## src/rtl/skinny_sbox_share_driver.sv

```systemverilog
// skinny_sbox_share_driver
// ------------------------
// Issuing side of the masked Skinny S-box handshake. One shared nibble is
// accepted, held on sb_x for a clock-gated masked S-box, the S-box gating
// controller is restarted with a one-cycle sb_rst pulse, and the driver waits
// for sb_synch. The shared result is then captured and offered on a
// valid/ready interface. The S-box Fresh bus comes from an internal LFSR.
//
// Ports:
//   clk        clock shared with the S-box
//   rst        asynchronous active-low reset
//   in_valid   input shares valid
//   in_ready   driver can accept a nibble
//   in_x       input shares, share i at [4i+3:4i]
//   seed_valid load seed into the LFSR (honoured in IDLE only)
//   seed       LFSR seed (all-zero is replaced by 20'h00001)
//   sb_x       shares driven into the S-box
//   sb_fresh   fresh randomness for the S-box
//   sb_rst     active-high restart for the S-box gating controller
//   sb_y       S-box output shares
//   sb_synch   S-box result-ready pulse
//   out_valid  out_y holds a result
//   out_ready  consumer accepts the result
//   out_y      captured output shares
//   err        sticky timeout flag
module skinny_sbox_share_driver #(
  parameter int          SECURITY_ORDER = 2,
  parameter int          FRESH_WIDTH    = 20,
  parameter int          TIMEOUT        = 15,
  parameter logic [19:0] LFSR_SEED      = 20'h00001
) (
  input  logic                          clk,
  input  logic                          rst,
  input  logic                          in_valid,
  output logic                          in_ready,
  input  logic [4*(SECURITY_ORDER+1)-1:0] in_x,
  input  logic                          seed_valid,
  input  logic [19:0]                   seed,
  output logic [4*(SECURITY_ORDER+1)-1:0] sb_x,
  output logic [FRESH_WIDTH-1:0]        sb_fresh,
  output logic                          sb_rst,
  input  logic [4*(SECURITY_ORDER+1)-1:0] sb_y,
  input  logic                          sb_synch,
  output logic                          out_valid,
  input  logic                          out_ready,
  output logic [4*(SECURITY_ORDER+1)-1:0] out_y,
  output logic                          err
);

  localparam int         CNT_W = (TIMEOUT > 1) ? $clog2(TIMEOUT) : 1;
  localparam logic [CNT_W-1:0] CNT_LAST = CNT_W'(TIMEOUT - 1);

  typedef enum logic [1:0] {IDLE, START, RUN, DONE} state_t;

  state_t           state;
  logic [CNT_W-1:0] cnt;
  logic [19:0]      lfsr;
  logic [19:0]      lfsr_next;

  // x^20 + x^17 + 1, shifting left with the feedback entering bit 0.
  assign lfsr_next = {lfsr[18:0], lfsr[19] ^ lfsr[16]};
  assign sb_fresh  = FRESH_WIDTH'(lfsr);

  // in_ready is registered, so it is low during reset and during the first
  // cycle after release; nothing is accepted while it is low.
  // sb_rst is high for exactly the START cycle, which restarts the S-box
  // gating controller while sb_x is already stable.
  always_ff @(posedge clk or negedge rst) begin
    if (!rst) begin
      state     <= IDLE;
      cnt       <= '0;
      lfsr      <= LFSR_SEED;
      sb_x      <= '0;
      out_y     <= '0;
      out_valid <= 1'b0;
      err       <= 1'b0;
      sb_rst    <= 1'b1;
      in_ready  <= 1'b0;
    end else begin
      case (state)
        IDLE: begin
          in_ready <= 1'b1;
          sb_rst   <= 1'b0;
          if (in_ready && in_valid) begin
            // A simultaneous seed request is dropped: the nibble wins.
            sb_x     <= in_x;
            cnt      <= '0;
            in_ready <= 1'b0;
            sb_rst   <= 1'b1;
            state    <= START;
          end else if (in_ready && seed_valid) begin
            lfsr <= (seed == 20'h0) ? 20'h00001 : seed;
          end
        end
        START: begin
          lfsr   <= lfsr_next;
          sb_rst <= 1'b0;
          state  <= RUN;
        end
        RUN: begin
          lfsr <= lfsr_next;
          if (sb_synch) begin
            out_y     <= sb_y;
            out_valid <= 1'b1;
            state     <= DONE;
          end else if (cnt == CNT_LAST) begin
            // Give up on this nibble; err stays set until reset.
            err      <= 1'b1;
            in_ready <= 1'b1;
            state    <= IDLE;
          end else begin
            cnt <= cnt + 1'b1;
          end
        end
        DONE: begin
          if (out_ready) begin
            out_valid <= 1'b0;
            in_ready  <= 1'b1;
            state     <= IDLE;
          end
        end
        default: state <= IDLE;
      endcase
    end
  end

endmodule

```

## config.mk

```make
export PLATFORM = sky130hd
export DESIGN_NAME = skinny_sbox_share_driver
export DESIGN_NICKNAME = d
export VERILOG_FILES = /design/src/rtl/skinny_sbox_share_driver.sv
export SDC_FILE = /design/constraint.sdc
export NUM_CORES = 1
export LEC_CHECK = 0
export BUFFER_PORTS_ARGS = -buffer_cell sky130_fd_sc_hd__buf_4
export CORE_MARGIN = 1.5
export CORE_UTILIZATION = 44
export CTS_CLUSTER_DIAMETER = 100
export DETAILED_ROUTE_END_ITERATION = 10
export HOLD_SLACK_MARGIN = 0.06
export PLACE_DENSITY = 0.76
export SETUP_SLACK_MARGIN = 0.3
export SLEW_MARGIN = 0
export SYNTH_ARGS = -nofsm -noshare
export SYNTH_HDL_FRONTEND = slang
export SYNTH_SLANG_ARGS = --single-unit
```

## constraint.sdc

```tcl
create_clock -name clk -period 1.8 [get_ports clk]
set_input_delay 0.18 -clock clk [delete_from_list [all_inputs] [get_ports clk]]
set_output_delay 0.18 -clock clk [all_outputs]
set_load 0.005 [all_outputs]
```

# After elaboration in Yosys (flattened, before gate mapping)
# Index checks and enable logic that the tools add are counted.
dict set report totals {
  ff_bits 54
  input_bits 50
  out_inout_bits 48
  elab_cells 66
}
dict set report op_classes {
  n_addsub 1
  eq_ne 13
  n_mux 23
  bitwise 2
  n_reduce_logical 18
}
# cell count
set ops {}
lappend ops {{20-bit two-way mux} 3}
lappend ops {{20-bit one-hot mux with 2 select lines} 1}
lappend ops {{20-bit zero test} 1}
lappend ops {{2-bit inequality test, second input constant} 8}
lappend ops {{4-bit two-way mux} 3}
lappend ops {{3-bit AND reduction} 4}
lappend ops {{2-bit two-way mux} 4}
lappend ops {{2-bit one-hot mux with 4 select lines} 1}
lappend ops {{4-bit one-hot mux with 2 select lines} 1}
lappend ops {{4-bit AND reduction} 2}
lappend ops {{2-bit nonzero test} 4}
lappend ops {{1-bit two-way mux} 7}
lappend ops {{4-bit by 1-bit adder with 4-bit output, second input constant} 1}
lappend ops {{2-bit == test, second input constant} 2}
lappend ops {{4-bit == test, second input constant} 1}
lappend ops {{1-bit one-hot mux with 2 select lines} 2}
lappend ops {{2-bit AND reduction} 2}
lappend ops {{3-bit inequality test, second input constant} 1}
lappend ops {{1-bit one-hot mux with 3 select lines} 1}
lappend ops {{3-bit nonzero test} 1}
lappend ops {{2-bit by 1-bit == test with 1-bit output, second input constant} 1}
lappend ops {{1-bit logical AND} 2}
lappend ops {{2-bit zero test} 1}
lappend ops {{2-bit OR reduction} 1}
lappend ops {{other kinds (2)} 2}

# Depth between registers and ports, before layout
dict set report logic_depth {
  depth_word 5
  mapped_depth 7
  depth_no_buf 6
}

# Worst setup path after synthesis
# OpenSTA, ideal clock, no wires.
dict set report synth_timing {
  path_kind {reg2reg}
  startpoint {register state[0]}
  endpoint {register lfsr[0] (netlist: sb_fresh[0])}
  setup_ps 77
  arrival_ps 1884
  t_required_ps 1723
  slack_ps -161
  path_stages_with_launch 7
  n_path_buf 1
  synth_period_minus_slack_ps 1961
  cell_sequence {dfrtp_1 -> inv_1 -> ha_1 -> buf_6 -> or4_1 -> or4_1 -> a31oi_1}
}
dict set report synth_via {
  elab_chain_len 4
  word_cells_on_any_way 9
  classes_between {eq/ne: 4; mux: 1; reduce/logical: 4}
}
# element line
set synth_rtl {}
lappend synth_rtl {{start: declaration} 55} ;# state_t state;
lappend synth_rtl {{start signal: assignment} 70} ;# state <= IDLE;
lappend synth_rtl {{start signal: assignment} 90} ;# state <= START;
lappend synth_rtl {{start signal: assignment} 98} ;# state <= RUN;
lappend synth_rtl {{2-bit == test or 2-bit by 1-bit == test with 1-bit output (tied branches)} 80} ;# case (state)
lappend synth_rtl {{2-bit OR reduction (no line)} --}
lappend synth_rtl {{2-bit nonzero test (no line)} --}
lappend synth_rtl {{3-bit AND reduction (no line)} --}
lappend synth_rtl {{end signal: assignment} 92} ;# lfsr <= (seed == 20'h0) ? 20'h00001 : seed;
lappend synth_rtl {{end signal: assignment} 96} ;# lfsr <= lfsr_next;
lappend synth_rtl {{end signal: assignment} 101} ;# lfsr <= lfsr_next;
lappend synth_rtl {{end: declaration} 57} ;# logic [19:0] lfsr;
# Several ways; a longest one is shown, not always the timed one.
# A chain may end at the register's enable or synchronous reset.

# Worst setup path in the final report
dict set report layout_timing {
  startpoint {register state[1]}
  endpoint {register lfsr[0] (netlist: sb_fresh[0])}
}
# Same word-level chain as after synthesis.

==> flow_summary_export.csv <==
group,metric,value,unit
yosys,synth_area,0.00248,sq mm
global_routing,grt_overflow,0,
global_routing,grt.total_usage,18.9,%
finish,final_layout_size_suffix_gt1_share,44.0,%
cts,clock_sinks,54,
setup_path,crit_fanout,2,
drt,drc,0,
cts,clockBufferDepth,2,
timing,holdWs,78.4,ps
yosys,syn-mean-instance-area,11.6,sq um
yosys,syn_nets,270,
cts,htreeDepth,2,
setup_path,cpMostUsedCell,"or4_1",
yosys,synth_xor_area_share,0.354,%
global_routing,first_global_vias,1928,
place,dpl.hpwl,4.04,mm
finish,diodes,0,
finish,most-common-layout-cells,"107 x buf_4, 52 x dfrtp_1, 24 x a21oi_1, 23 x mux2_1, 21 x nor2_1",
pwr,power_leakage,0.00174,uW
timing,setup_tns,0,ps
setup_path,end_kind,"register",
timing,slew_headroom,55.2,%
timing,setup_ws,17.7,ps
cts,cts-root-buf,"clkbuf_8",
finish,final_area,0.00363,sq mm
die,core-area,0.00547,sq mm
die,initial_core_util,45.2,%
finish,layout_commonest_cell,"buf_4",
drt,dr.pass1.iters,4,
cts,cts_tree,"yes",
die,ios,98,
pwr,powerDensity,1810,mW/mm^2
setup_path,crit_slowest_cell,"or4_1",
drt,wl,5.98,mm
timing,finalCritPeriodShare,99.0,%
finish,final_cells,395,
yosys,yosys.area_share.simple,9.90,%
worst_hold_path,hold_path_class,"in2reg",
timing,min_period,1780,ps
timing,hold_viol,0,
yosys,async_flop_share,100,%
outcome,run_status,"completed",
global_routing,grtUsageMet3,3.26,%
flow_run,maxCapViolations,0,
yosys,ys_seq_elements,54,
setup_path,path_depth,5,
setup_path,path_class,"reg2reg",
setup_path,crit_chain,"inv_2 -> ha_4 -> or4_1 -> or4_1 -> a31oi_1",
timing,fmax,0.561,GHz
yosys,yosysWarnings,0,
drt,final_antenna_net_count,0,
finish,fin_nets,379,
cts,numCtsBuffers,5,
global_routing,grt_pass1_wl,9.15,mm
global_routing,busiest_layer,"met2",
cts,clk_pin_slew,100,ps
cts,clkLatencyLatePin,300,ps
setup_path,worst-path-buf-inv,1,
pwr,vdd_drop_max,1.03,mV
place,postPlaceCellArea,0.00335,sq mm
yosys,synth_seq_area_share,54.7,%
yosys,synthFlopType,"dfrtp_1",
global_routing,grt_antenna_before_repair,0,
die,fp.dieArea,0.00609,sq mm
worst_hold_path,worstHoldPathCells,2,
die,die_h,78.0,um
drt,dr_total_vias,2061,
yosys,synth_fa_ha_area_share,3.54,%
timing,finalSetupViolations,0,
drt,wl_per_cell,15.1,um
place,gp_congestion,0.763,
timing,rsz0062_at_grt,"true",
place,placed_cells,382,
die,fp-row-count,27,
place,post-place-ws,-57.4,ps
yosys,synth_edf_count,0,
yosys,synth.area.mux_share,19.0,%
setup_path,required,2030,ps
timing,final-max-slew-violation-count,0,
timing,worst_slew_pin_slew,672,ps
yosys,synth_top_family_by_area,"multiplexers",
yosys,syn_inst,213,
finish,area_delta_synth_final,46.8,%
yosys,ys_types,35,
global_routing,grt_max_degree,55,
global_routing,gr-usage-met2,33.0,%
die,chipWidth,78.0,um
setup_path,cp_top_family,"simple AND/OR/NAND/NOR gates",
drt,vias_per_cell,5.22,
global_routing,met1_usage,23.6,%
yosys,synth_compound_area_share,10.0,%
place,io_buffers,97,
drt,drt_iter0_drc,126,
setup_path,reg2reg_depth,5,
setup_path,max_stage_delay,460,ps
setup_path,worstSetupStartpointType,"register",
timing,skew,8.21,ps
setup_path,critical_path_arrival,2010,ps
## power breakdown
group | switching, uW | internal, uW
Sequential | 420 | 1830
Combinational | 1580 | 1940
Clock | 395 | 416
Total | 2390 | 4190
## final timing paths
path | start | endpoint | slack [ps]
setup / recovery | state[1] | sb_fresh[0] | 20
hold / removal | in_x[11] | sb_x[11] | 80
setup reg to reg | state[1] | sb_fresh[0] | 20
hold reg to reg | err | err | 470
max in group asynchronous | rst | sb_fresh[4] | 890
min in group asynchronous | rst | out_y[4] | 460
## synth_stat cells, types with 4 or more instances
library cell | instances | area [sq um]
dfrtp_1 | 52 | 1300
a21oi_1 | 26 | 130
mux2_1 | 24 | 270
nor2_1 | 22 | 82.6
mux2i_1 | 20 | 200
ha_1 | 7 | 87.6
nand2_1 | 7 | 26.3
clkbuf_1 | 5 | 18.8
inv_1 | 4 | 15.0
nand3_1 | 4 | 20.0
## flip-flops by register name, indices dropped and copies added, names as in the netlist
| register | flops |
|---|---|
| sb_fresh | 20 |
| out_y | 12 |
| sb_x | 12 |
| cnt | 4 |
| state | 2 |
| err | 1 |
| in_ready | 1 |
| out_valid | 1 |
| sb_rst | 1 |
## worst register-to-register path, delay by kind of cell (launching register included)
| family | cells | cell delay, ps |
|---|---|---|
| AND/OR/NAND/NOR | 2 | 870 |
| buffers and inverters | 1 | 80 |
| AO/OA/AOI/OAI | 1 | 150 |
| flip-flops | 1 | 400 |
| adder cells (fa/ha/maj) | 1 | 200 |
## per-layer routing
layer	up-vias	routed length [um]
met4	0	102
met1	1007	2500
li1	977	-
met3	11	271
met2	66	3110
met5	-	0
## area by class of cell
type / count / area [sq um]
fillers: 425 / 1840
flip-flops and latches: 54 / 1350
clock inverters: 2 / 37.5
well taps: 72 / 90.1
inverters: 4 / 15.0
multi-input cells: 145 / 1200
repair buffers: 112 / 867
clock buffers: 6 / 72.6
## logic make-up after synthesis
family	after synthesis
compound gates	42
xor+xnor	1
fa+ha+maj	7
buf+inv	14
flops	54
mux	44
simple gates	51
## per-stage QoR
stage               power (uW)  util [%]
detailed placement        5510      61.2
floorplan                 4100         -
CTS                       6440      64.7
global placement          5410      61.2
global route              7060      66.4
finish                    6580      66.4
## timing repair
action                     CTS  global route
setup endpoints to repair   26            35
hold buffers                 1             0
buffers inserted             2             1
resized for setup           11            18
pin swaps                    3             2
hold endpoints to repair    52             0
cloned                       0             1
Note: power is estimated with default switching activity, not from simulation.
